File: src/rtl/ifetch_pkg.sv
// Shared encodings for the fetch unit: decoder PC_INC/PC_JUMP fields and instruction field widths.
// No logic; constants and a sign-extension helper only.
package ifetch_pkg;

    localparam logic [1:0] PC_INC_NORMAL = 2'd0;
    localparam logic [1:0] PC_INC_BRANCH = 2'd1;
    localparam logic [1:0] PC_INC_JUMP   = 2'd2;
    localparam logic [1:0] PC_INC_STOP   = 2'd3;

    localparam logic PC_JUMP_IMME = 1'b0;
    localparam logic PC_JUMP_REG  = 1'b1;

    localparam int INS_RAW_IMME = 16;
    localparam int INS_RAW_ADDR = 26;

    function automatic logic [31:0] sext_imme(input logic [INS_RAW_IMME-1:0] imm);
        return {{(32-INS_RAW_IMME){imm[INS_RAW_IMME-1]}}, imm};
    endfunction

endpackage

File: src/rtl/ifetch_npc.sv
// Next-PC selection from decoded PC_INC/PC_JUMP fields, plus JR misalignment and stop detection.
// Latency: purely combinational. Backpressure: none, evaluated every cycle.
// Only used by the parent when the held instruction is acked.
module ifetch_npc import ifetch_pkg::*; (
    input  logic [31:0]             pc,
    input  logic [31:0]             pc_plus4,
    input  logic [INS_RAW_ADDR-1:0] ins_field,
    input  logic [1:0]              pc_inc,
    input  logic                    pc_jump,
    input  logic                    branch_taken,
    input  logic [31:0]             jr_target,
    output logic [31:0]             next_pc,
    output logic                    stop,
    output logic                    misalign
);

    always_comb begin
        next_pc  = pc_plus4;
        stop     = 1'b0;
        misalign = 1'b0;
        case (pc_inc)
            PC_INC_BRANCH: begin
                if (branch_taken)
                    next_pc = pc_plus4 + (sext_imme(ins_field[INS_RAW_IMME-1:0]) << 2);
            end
            PC_INC_JUMP: begin
                if (pc_jump == PC_JUMP_REG) begin
                    next_pc  = jr_target;
                    misalign = |jr_target[1:0];
                end else begin
                    next_pc = {pc_plus4[31:28], ins_field, 2'b00};
                end
            end
            PC_INC_STOP: begin
                next_pc = pc;
                stop    = 1'b1;
            end
            default: ;
        endcase
    end

endmodule

File: src/rtl/ifetch.sv
// Instruction fetch: one outstanding imem request, holds the word for decode, forms next PC on ack.
// Latency: 3 cycles per instruction with zero-wait memory and ack held high (1 extra after reset).
// Backpressure: request held until imem_req_ready; instruction held until ins_ack; HALT is sticky.
module ifetch import ifetch_pkg::*; #(
    parameter logic [31:0] RESET_PC = 32'h0000_0000
) (
    input  logic        clk,
    input  logic        rst_n,
    output logic        imem_req_valid,
    input  logic        imem_req_ready,
    output logic [31:0] imem_addr,
    input  logic        imem_rsp_valid,
    input  logic [31:0] imem_rsp_data,
    output logic [31:0] ins,
    output logic        ins_valid,
    input  logic        ins_ack,
    input  logic [1:0]  pc_inc,
    input  logic        pc_jump,
    input  logic        branch_taken,
    input  logic [31:0] jr_target,
    output logic [31:0] pc,
    output logic [31:0] pc_plus4,
    output logic        halted,
    output logic        fetch_err,
    output logic [31:0] retired
);

    localparam logic [1:0] ST_FETCH = 2'd0;
    localparam logic [1:0] ST_WAIT  = 2'd1;
    localparam logic [1:0] ST_HOLD  = 2'd2;
    localparam logic [1:0] ST_HALT  = 2'd3;

    logic [1:0]  state;
    logic [31:0] next_pc;
    logic        npc_stop;
    logic        npc_misalign;

    assign pc_plus4  = pc + 32'd4;
    assign imem_addr = pc;

    ifetch_npc u_npc (
        .pc           (pc),
        .pc_plus4     (pc_plus4),
        .ins_field    (ins[INS_RAW_ADDR-1:0]),
        .pc_inc       (pc_inc),
        .pc_jump      (pc_jump),
        .branch_taken (branch_taken),
        .jr_target    (jr_target),
        .next_pc      (next_pc),
        .stop         (npc_stop),
        .misalign     (npc_misalign)
    );

    always_ff @(posedge clk or negedge rst_n) begin
        if (!rst_n) begin
            state          <= ST_FETCH;
            pc             <= RESET_PC;
            ins            <= 32'd0;
            imem_req_valid <= 1'b0;
            ins_valid      <= 1'b0;
            halted         <= 1'b0;
            fetch_err      <= 1'b0;
            retired        <= 32'd0;
        end else begin
            case (state)
                ST_FETCH: begin
                    // req_valid resets low, so the first request after reset rises one cycle late
                    if (!imem_req_valid) begin
                        imem_req_valid <= 1'b1;
                    end else if (imem_req_ready) begin
                        imem_req_valid <= 1'b0;
                        state          <= ST_WAIT;
                    end
                end
                ST_WAIT: begin
                    if (imem_rsp_valid) begin
                        ins       <= imem_rsp_data;
                        ins_valid <= 1'b1;
                        state     <= ST_HOLD;
                    end
                end
                ST_HOLD: begin
                    if (ins_ack) begin
                        retired   <= retired + 32'd1;
                        ins_valid <= 1'b0;
                        if (npc_misalign) begin
                            fetch_err <= 1'b1;
                            halted    <= 1'b1;
                            state     <= ST_HALT;
                        end else if (npc_stop) begin
                            halted <= 1'b1;
                            state  <= ST_HALT;
                        end else begin
                            pc             <= next_pc;
                            imem_req_valid <= 1'b1;
                            state          <= ST_FETCH;
                        end
                    end
                end
                default: ;
            endcase
        end
    end

endmodule
File: config.mk
export PLATFORM = sky130hd
export DESIGN_NAME = ifetch
export DESIGN_NICKNAME = d
export VERILOG_FILES = /design/src/rtl/ifetch_pkg.sv /design/src/rtl/ifetch_npc.sv /design/src/rtl/ifetch.sv
export SDC_FILE = /design/constraint.sdc
export NUM_CORES = 1
export LEC_CHECK = 0
export CORE_MARGIN = 1
export CORE_UTILIZATION = 52
export DETAILED_ROUTE_END_ITERATION = 8
export GPL_TIMING_DRIVEN = 0
export PLACE_DENSITY_LB_ADDON = 0.1
export SLEW_MARGIN = 20
export SYNTH_ARGS = -nofsm -noshare
export SYNTH_HDL_FRONTEND = slang
export SYNTH_SLANG_ARGS = --single-unit
File: constraint.sdc
create_clock -name clk -period 6.3 [get_ports clk]
set_input_delay 1.26 -clock clk [delete_from_list [all_inputs] [get_ports clk]]
set_output_delay 1.26 -clock clk [all_outputs]
set_load 0.01 [all_outputs]
==> results.cfg <==
[run_status]
outcome = finished clean

[layout]
fin_area_um2 = 10700
area_growth_pct = 37.4
final_cell_mix = 234 x clkdlybuf4s50_1, 102 x dfrtp_1, 84 x nand2_1
nets = 1229
final_core_util = 0.735
drive_above_1_share = 0.107
fin_cells = 1299
final_common_cell = clkdlybuf4s50_1

[setup_path]
rrSetupSlack_ns = 1.79
slowest_stage = clkdlybuf4s50_1
cp.required_ns = 5.04
critPathMaxStageDelay_ns = 0.62
rr_worst_depth = 17
worstPathArrival_ns = 3.47
start_kind = flip-flop
path_cells = ha_1, and4_1, and3_1, buf_6, and4_4, buf_6, nor3b_1, xor2_1, clkdlybuf4s50_1
cpMostUsedCell = buf_6
end_kind = output port
r2r-end = imem_addr[29]$_DFFE_PN0P_
cp_max_fo = 8
worst-setup-path-type = reg2out
regToRegStartpoint = imem_addr[2]$_DFFE_PN0P_

[grt]
grt_pass1_wl_um = 40000
track_usage = 0.330
grt_remaining_overflow = 0
antenna_found_initial = 1
first_global_vias = 7374
grt_max_degree = 55

[timing]
worstMarginPinSlew_ns = 1.06
hold_viol_final = 0
max_clock_freq_mhz = 212
max_slew_margin = 0.293
finalCriticalPeriod_ns = 4.73
fin_ws_ns = 1.57
rsz0062_at_grt = false
setup_tns_ns = 0
slew_viol_final = 0
setup_violations = 0
clock_skew_ns = 0.0158
finalCritPeriodShare = 0.750
hold_slack_ns = 0.461

[synthesis]
synth_seq_area_share = 0.329
synth_nets = 982
syn_area_per_cell_um2 = 9.01
synth-edff-count = 0
ys_seq_elements = 102
ys_types = 69
async_flop_share = 1.00
synth_top_flop_cell = dfrtp_1
netlist_instances = 862
yosysWarningCount = 0
synthesis.area_um2 = 7770

[drt]
routed_via_density = 6.03
first_pass_iters = 7
wl_um = 25900
ant_nets = 0
dr_total_vias = 7832
wire_per_inst_um = 19.9
drc = 0
drt_iter0_drc = 726

[cts]
clock_sinks = 102
path_clk_slew_ns = 0.07
cts_max_level = 3
ctsResizeCount = 0
clockBufferDepth = 2
post-cts-setup-buffers = 0
clk_latency_ns = 0.37
cts-buffers-inserted = 9
postCtsHoldBufs = 0
cts_tree = built
root_buffer = clkbuf_16

[place]
portBuffers = 235
gp_congestion = 0.942
placedInstanceArea_um2 = 10400
dp_hpwl_um = 19600
place_ws_ns = 1.59
dp_cells = 1282

[floorplanning]
placementRows = 44
ios = 237
die_w_um = 124
start_util = 0.535
dieHeight_um = 124
core_area_um2 = 14500
fp.dieArea_um2 = 15400

[pwr]
p_leak_nw = 4.62
total_power_mw = 4.89
power_density_nw_per_um2 = 458
peakVddDrop_v = 0.000335

[worst_hold_path]
hold_class = reg2reg
holdCritStartpoint = fetch_err$_DFFE_PN0P_
hold-path-endpoint = fetch_err$_DFFE_PN0P_
min_path_cells = 1

[job]
maxCapViolations = 0
-- worst max path at each step --
| stage | slack, ns | end | cells after the start | start |
|---|---|---|---|---|
| detailed placement | 1.59 | imem_addr[16]$_DFFE_PN0P_ | 9 | pc_inc[0] |
| finish | 1.57 | pc_plus4[26] | 9 | imem_addr[2]$_DFFE_PN0P_ |
| CTS | 1.63 | pc_plus4[26] | 9 | imem_addr[2]$_DFFE_PN0P_ |
| floorplan | 2.40 | imem_addr[29]$_DFFE_PN0P_ | 17 | imem_addr[2]$_DFFE_PN0P_ |
| global route | 1.40 | pc_plus4[26] | 9 | imem_addr[2]$_DFFE_PN0P_ |
| global placement | -0.14 | retired[4]$_DFFE_PN0P_ | 1 | rst_n |
-- cell usage after synthesis (4+ instances only) --
library cell	number	area share
o21a_1	7	0.0068
a31oi_1	12	0.0097
o221ai_1	4	0.0045
a222oi_1	4	0.0052
dfrtp_1	102	0.33
nor3_1	10	0.0064
nand3b_1	4	0.0039
mux2i_1	21	0.027
xnor2_1	57	0.064
clkbuf_1	20	0.0097
nand2_1	84	0.041
o22ai_1	5	0.0040
ha_1	46	0.074
xor2_1	23	0.026
a211oi_1	8	0.0077
o21ai_0	53	0.034
mux2_2	47	0.068
nor2b_1	5	0.0040
nand3_1	36	0.023
buf_4	37	0.036
a221oi_1	8	0.0090
a21boi_0	5	0.0048
and4_1	11	0.012
buf_1	4	0.0019
nand4_1	10	0.0081
o211ai_1	9	0.0087
nor2_1	50	0.024
o21bai_1	4	0.0039
a211o_1	4	0.0045
buf_2	5	0.0032
and3_1	17	0.014
a21o_1	12	0.012
a21oi_1	57	0.037
inv_1	29	0.014
or3_1	4	0.0032
-- sequential cells by signal (all words and copies together), names as in the netlist --
signal / cells
fetch_err: 1
halted: 1
imem_addr: 32
imem_req_valid: 1
ins: 32
ins_valid: 1
retired: 32
state: 2
-- worst max-delay path, delay by kind of cell, from the launching register on --
family        cells  cell delay (ns)
simple gates      4             0.94
flops             1             0.54
xor+xnor          1             0.41
fa+ha+maj         1             0.33
buf+inv           3             0.89
-- kinds of logic (layout without fill, tap and decap cells) --
logic type,after synthesis,after routing,share of synthesized area
AOI/OAI and AO/OA,212,212,0.175
buffers and inverters,98,350,0.0681
DFF,102,102,0.329
adders and majority gates,47,47,0.0767
muxes,69,69,0.0971
xor gates and xnor gates,80,80,0.0902
and+or+nand+nor,254,254,0.165
other,0,1,0
-- layout make-up --
| cell class | count | area, um2 |
|---|---|---|
| multi-input cells | 662 | 4690 |
| fillers | 1148 | 3860 |
| flip-flops and latches | 102 | 2550 |
| repair buffers | 236 | 2380 |
| plain buffers | 69 | 420 |
| well taps | 184 | 230 |
| clock buffers | 9 | 225 |
| inverters | 29 | 109 |
| clock inverters | 7 | 66.3 |
| diodes | 1 | 2.50 |
-- where the power goes --
part | total [mW] | internal [mW] | switching [mW]
Sequential | 1.17 | 0.859 | 0.312
Clock | 0.567 | 0.278 | 0.289
Combinational | 3.15 | 1.58 | 1.58
-- routing by layer --
layer	vias to the layer above	routed length (um)	track usage
met1	3691	10500	0.439
met5	-	0	0
li1	3598	-	-
met3	70	2790	0.0810
met2	473	11600	0.515
met4	0	977	0.129
Power figures use the tool's default switching activity.
==> edit 1 (same flow settings) <==
Add an input register stage for `jr_target`; this delays it by one clock. The other inputs are not delayed to match.
--- a/src/rtl/ifetch.sv
+++ b/src/rtl/ifetch.sv
@@ -30,6 +30,12 @@
     localparam logic [1:0] ST_HOLD  = 2'd2;
     localparam logic [1:0] ST_HALT  = 2'd3;
 
+    logic [31:0] jr_target_q;
+
+    always_ff @(posedge clk) begin
+        jr_target_q <= jr_target;
+    end
+
     logic [1:0]  state;
     logic [31:0] next_pc;
     logic        npc_stop;
@@ -45,7 +51,7 @@
         .pc_inc       (pc_inc),
         .pc_jump      (pc_jump),
         .branch_taken (branch_taken),
-        .jr_target    (jr_target),
+        .jr_target    (jr_target_q),
         .next_pc      (next_pc),
         .stop         (npc_stop),
         .misalign     (npc_misalign)
Behaviour: not the same (a bounded check fails within 10 cycles, from zero or initial values and one cycle with rst_n low).
==> edit 1 against the original RTL <==
- synthesized area is 11% higher
- utilization is 0.49 points higher
- clock power is 80% higher
- routed wire length is 6.9% higher
- synthesized cell count is 6.1% higher
- setup slack better by 0.030 ns
- total power is 14% higher
- sequential cell count is 32 higher
- final area is 11% higher
- critical path type is now flip-flop to flip-flop
- critical endpoint is now imem_addr[31]$_DFFE_PN0P_
- largest cell class unchanged
- largest power group unchanged
- highest routed layer unchanged
==> edit 1: results (changes against the original RTL) <==
Run status:
- The run finished with clean final reports.

Placed design:
- The placed cell count came to 1366 (+6.6%).
- The weighted congestion at the end of routability-driven global placement is 1.04 (+10%).
- The port buffer count was 234 (-0.43%).

Route:
- The final wirelength is 27700 um (+6.9%).
- The initial detailed-routing violation count is 731 (+0.69%).
- The via-per-instance ratio is 5.84 (-3.2%).
- The vias after detailed routing is 8159 (+4.2%).

Clocking:
- The later-pin clock latency in the skew report is 0.43 ns (+0.06 ns).
- The H-tree depth reported by CTS is 4 (+1).
- The number of buffers added by the clock tree synthesis step is 17 (+8).

Setup path:
- The path depth of the worst reg2reg path is 14 (-3).
- The endpoint identified for the worst register-to-register timing path is imem_addr[31]$_DFFE_PN0P_.
- The worst-case register-to-register setup slack is 1.60 ns (-0.19 ns).

Power:
- The net switching power is 2.33 mW (+6.9%).
- The leakage dissipation is 5.03 nW (+8.8%).
- The largest voltage drop on the vdd net is 0.309 mV (-7.7%).

Cells and area:
- The total inserted antenna cells is 0 (-1).
- The share of layout cells above drive strength 1 is 13.1% (+2.4 points).
- The filler cell count is 1223 (+6.5%).
- The net total in the final layout is 1289 (+4.9%).

Logic synthesis:
- The share of the yosys chip area belonging to registers is 37.2% (+4.3 points).
- The net count after synthesis is 1035 (+5.4%).
- The share of flip-flops with an asynchronous set or reset after synthesis was 76.1% (-24 points).
- Ranked by total cell area, the synthesized netlist is headed by sky130_fd_sc_hd__dfrtp_1, sky130_fd_sc_hd__dfxtp_1, sky130_fd_sc_hd__mux2_2.
- The number of different library cells in the post-synthesis netlist is 80 (+16%).

Global routing:
- The wire length of the first global-routing pass came to 42100 um (+5.1%).
- The maximum number of pins on one net before global-route repair is 72 (+31%).
- The number of global-route vias before repair is 7703 (+4.5%).

STA:
- The tightest hold margin is 0.466 ns (+0.00555 ns).
- The setup clock skew after layout is 0.00901 ns (-0.00675 ns).
- The transition time of the tightest slew-check pin is 0.845 ns (-0.216 ns).
[edit 1: cell types whose count changed after synthesis, sizes merged, moves of 5 or more]
cell	before	now
dfxtp	0	32
a21oi	57	51
o21ai	53	48
xor2	23	29
a22oi	3	12
xnor2	57	47
nand2b	3	8
mux2i	21	8
mux2	48	56
clkbuf	21	27
nand4	10	23
[edit 1: cell families (layout without fill, tap and decap cells)]
logic type	count (synthesis)	after routing	synth area share (%)
xor gates and xnor gates	76	76	7.83
DFF	134	134	37.2
and+or+nand+nor	277	277	17.0
AOI/OAI and AO/OA	216	216	16.8
adders and majority gates	47	47	6.93
muxes	64	64	8.27
buffers and inverters	101	368	6.07
[edit 1: worst max path at each step]
stage	start	to	slack, ns
5_1_grt	imem_addr[2]$_DFFE_PN0P_	imem_addr[31]$_DFFE_PN0P_	1.24
3_3_place_gp	rst_n	ins[27]$_DFFE_PN0P_	-0.16
6_report	imem_addr[2]$_DFFE_PN0P_	imem_addr[31]$_DFFE_PN0P_	1.60
2_1_floorplan	imem_addr[7]$_DFFE_PN0P_	imem_addr[26]$_DFFE_PN0P_	2.37
3_5_place_dp	imem_addr[2]$_DFFE_PN0P_	imem_addr[31]$_DFFE_PN0P_	1.70
4_1_cts	imem_addr[2]$_DFFE_PN0P_	imem_addr[31]$_DFFE_PN0P_	1.74
[edit 1: per-layer routing]
metal | GRT usage [%] | routed length [um] | vias to the layer above
met5 | 0 | 0 | -
met2 | 53.0 | 12900 | 437
met3 | 8.31 | 2510 | 40
li1 | - | - | 3791
met4 | 8.45 | 505 | 0
met1 | 43.9 | 11700 | 3891
[edit 1: power groups by stage]
stage          logic, mW  clock network [mW]  registers [mW]
4_1_cts             3.13                1.02            1.39
3_5_place_dp        3.09                   0            1.40
5_1_grt             3.44                1.07            1.43
2_1_floorplan       1.80                   0            1.41
3_3_place_gp        3.05                   0            1.40
6_report            3.18                1.02            1.40
[edit 1: area by class of cell]
type / count / share of cell area [%]
Buffer: 75 / 3.59
Inverter: 26 / 0.825
Clock buffer: 20 / 3.86
Tap cell: 216 / 2.28
Sequential cell: 134 / 27.0
Multi-Input combinational cell: 680 / 41.2
Clock inverter: 12 / 1.18
Timing Repair Buffer: 235 / 20.0
[edit 1: stage by stage]
stage / worst slack, ns / util (%) / TNS (ns) / instance area, sq um
after floorplan: 2.37 / - / 0 / 8590
after global placement: -0.163 / 70.0 / -15.38 / 11200
after detailed placement: 1.70 / 70.2 / 0 / 11200
after CTS: 1.74 / 73.9 / 0 / 11800
after global routing: 1.24 / 73.9 / 0 / 11800
final: 1.60 / 73.9 / 0 / 11800
==> edit 2 (same flow settings) <==
Made on the original files. Set the package constant `INS_RAW_IMME` to 24 (it was 16).
--- a/src/rtl/ifetch_pkg.sv
+++ b/src/rtl/ifetch_pkg.sv
@@ -10,7 +10,7 @@
     localparam logic PC_JUMP_IMME = 1'b0;
     localparam logic PC_JUMP_REG  = 1'b1;
 
-    localparam int INS_RAW_IMME = 16;
+    localparam int INS_RAW_IMME = 24;
     localparam int INS_RAW_ADDR = 26;
 
     function automatic logic [31:0] sext_imme(input logic [INS_RAW_IMME-1:0] imm);
Function: changed (a bounded check fails within 10 cycles, from zero or initial values and one cycle with rst_n low).
==> edit 2 against the original RTL <==
- setup slack improved by 0.086 ns
- first-iteration DRC count is 13% lower
- utilization grew 1.1 points
- routed wire length decreased by 8.0%
- sequential share of layout area rose by 0.46 points
- clock skew shrank 0.0063 ns
- total power decreased by 3.6%
- critical path depth grew 8
- synthesized area down 2.6%
- final area fell by 1.9%
- sequential cell count unchanged
- sequential power about the same
- highest routed layer unchanged
==> edit 2: results (changes against the original RTL) <==
Run status:
- The run finished with clean final reports.

Power:
- The largest voltage drop on the vdd net is 0.210 mV (-37%).
- The combinational power came to 2.97 mW (-6%).
- The clock network fraction of design power is 12.2% (+0.6 points).
- The relative contribution of combinational cells to total power is 63.1% (-1.4 points).
- The leakage dissipation was 4.54 nW (-1.8%).
- The internal power contribution came to 2.69 mW (-0.94%).

STA:
- The setup clock skew after layout is 0.00942 ns (-0.00634 ns).
- The transition time of the tightest slew-check pin is 0.912 ns (-0.150 ns).

Route:
- The vias after detailed routing is 7417 (-5.3%).
- The initial detailed-routing violation count came to 631 (-13%).
- The number of search-and-repair iterations in the first detailed-routing pass came to 6 (-1).
- The wire length per cell after detailed routing is 18.7 um (-6.3%).

Global routing:
- The number of global-route vias before repair is 7123 (-3.4%).
- The total global routing track utilization is 32.4% (-0.57 points).
- The wire length of the first global-routing pass is 37100 um (-7.4%).
- The maximum number of pins on one net before global-route repair was 60 (+9.1%).

Logic synthesis:
- The mux contribution to synthesized area is 8.83% (-0.88 points).
- The number of different library cells in the post-synthesis netlist was 63 (-8.7%).
- The fraction of the mapped netlist area in adder cells was 7.87% (+0.20 points).
- After synthesis, the cell types taking the most area are sky130_fd_sc_hd__dfrtp_1, sky130_fd_sc_hd__ha_1, sky130_fd_sc_hd__xnor2_1.
- The fraction of synthesized cell area in xor and xnor cells is 9.37% (+0.35 points).
- The commonest cells after synthesis are sky130_fd_sc_hd__dfrtp_1, sky130_fd_sc_hd__nand2_1, sky130_fd_sc_hd__nor2_1.
- The net count after synthesis came to 964 (-1.8%).
- The share of the yosys chip area belonging to registers is 33.7% (+0.87 points).
- The compound-cell area share of the yosys netlist came to 18.2% (+0.78 points).

Setup path:
- The highest-delay cell along the critical path is sky130_fd_sc_hd__dfrtp_1.
- The highest cell delay on the worst timing path is 0.48 ns (-0.14 ns).
- The largest driver fanout on the critical path came to 7 (-1).
- The data arrival time of the worst path was 4.88 ns (+1.41 ns).
- The kind of cell with the highest combined delay along the critical path is compound AO/OA/AOI/OAI gates.

Clocking:
- The post-CTS setup repair buffer count is 0 (unchanged).
- The maximum buffer depth of the clock tree came to 2 (unchanged).

Cells and area:
- The total inserted antenna cells was 0 (-1).
- The number of multi-input logic gates is 652 (-1.5%).
- The share of layout cells above drive strength 1 is 9.40% (-1.3 points).
- The share of the final layout cell area in multi-input gates is 43.5% (-0.46 points).
- The clock buffer count is 10 (+1).
- The net total in the final layout was 1211 (-1.5%).
- The portion of the layout cell area used by non-clock buffers is 26.4% (+0.16 points).
- The inverter count is 22 (-24%).
- The area fraction of clock buffers and clock inverters is 2.83% (+0.10 points).
- The number of non-clock buffers in the layout was 304 (-0.33%).
- The register fraction of the total cell area is 24.4% (+0.46 points).

Placed design:
- The weighted congestion at the end of routability-driven global placement is 0.929 (-1.4%).
- The placed wire-length estimate is 17900 um (-8.6%).
-- edit 2: cell count changes after synthesis, sizes merged, moves of 6 or more --
cell	change
nor2	+17
mux2	-10
nand2	-9
inv	-7
xor2	+7
nand3	-6
xnor2	-6
-- edit 2: cells by family after synthesis --
| kind of cell | after synthesis |
|---|---|
| fa+ha+maj | 47 |
| compound gates | 211 |
| flops | 102 |
| simple gates | 251 |
| xor+xnor | 81 |
| buf+inv | 90 |
| mux | 62 |
-- edit 2: worst paths after layout --
kind	start	to	slack, ns	cells after the start
worst max-delay path	imem_addr[2]$_DFFE_PN0P_	imem_addr[29]$_DFFE_PN0P_	1.66	17
worst min-delay path	halted$_DFFE_PN0P_	halted$_DFFE_PN0P_	0.47	1
worst max register to register	imem_addr[2]$_DFFE_PN0P_	imem_addr[29]$_DFFE_PN0P_	1.66	17
worst min register to register	halted$_DFFE_PN0P_	halted$_DFFE_PN0P_	0.47	1
max in group asynchronous	rst_n	ins[29]$_DFFE_PN0P_	4.85	2
min in group asynchronous	rst_n	ins[7]$_DFFE_PN0P_	0.82	1
-- edit 2: metrics by stage --
stage	std cells	instance area (sq um)	setup slack, ns	utilization (%)
floorplan	844	7570	2.33	-
detailed placement	1260	10200	1.78	72.5
finish	1276	10500	1.66	74.6
global route	1276	10500	1.28	74.6
global placement	1259	10100	-0.0247	72.3
CTS	1276	10500	1.70	74.6
-- edit 2: per-layer routing --
layer  track usage (%)  vias to the layer above  share of wire [%]
met3              8.97                       42                9.4
met4              11.8                        0                2.4
met2              52.8                      385                 47
met1              40.9                     3500                 42
met5                 0                        -                  0
li1                  -                     3490                  -
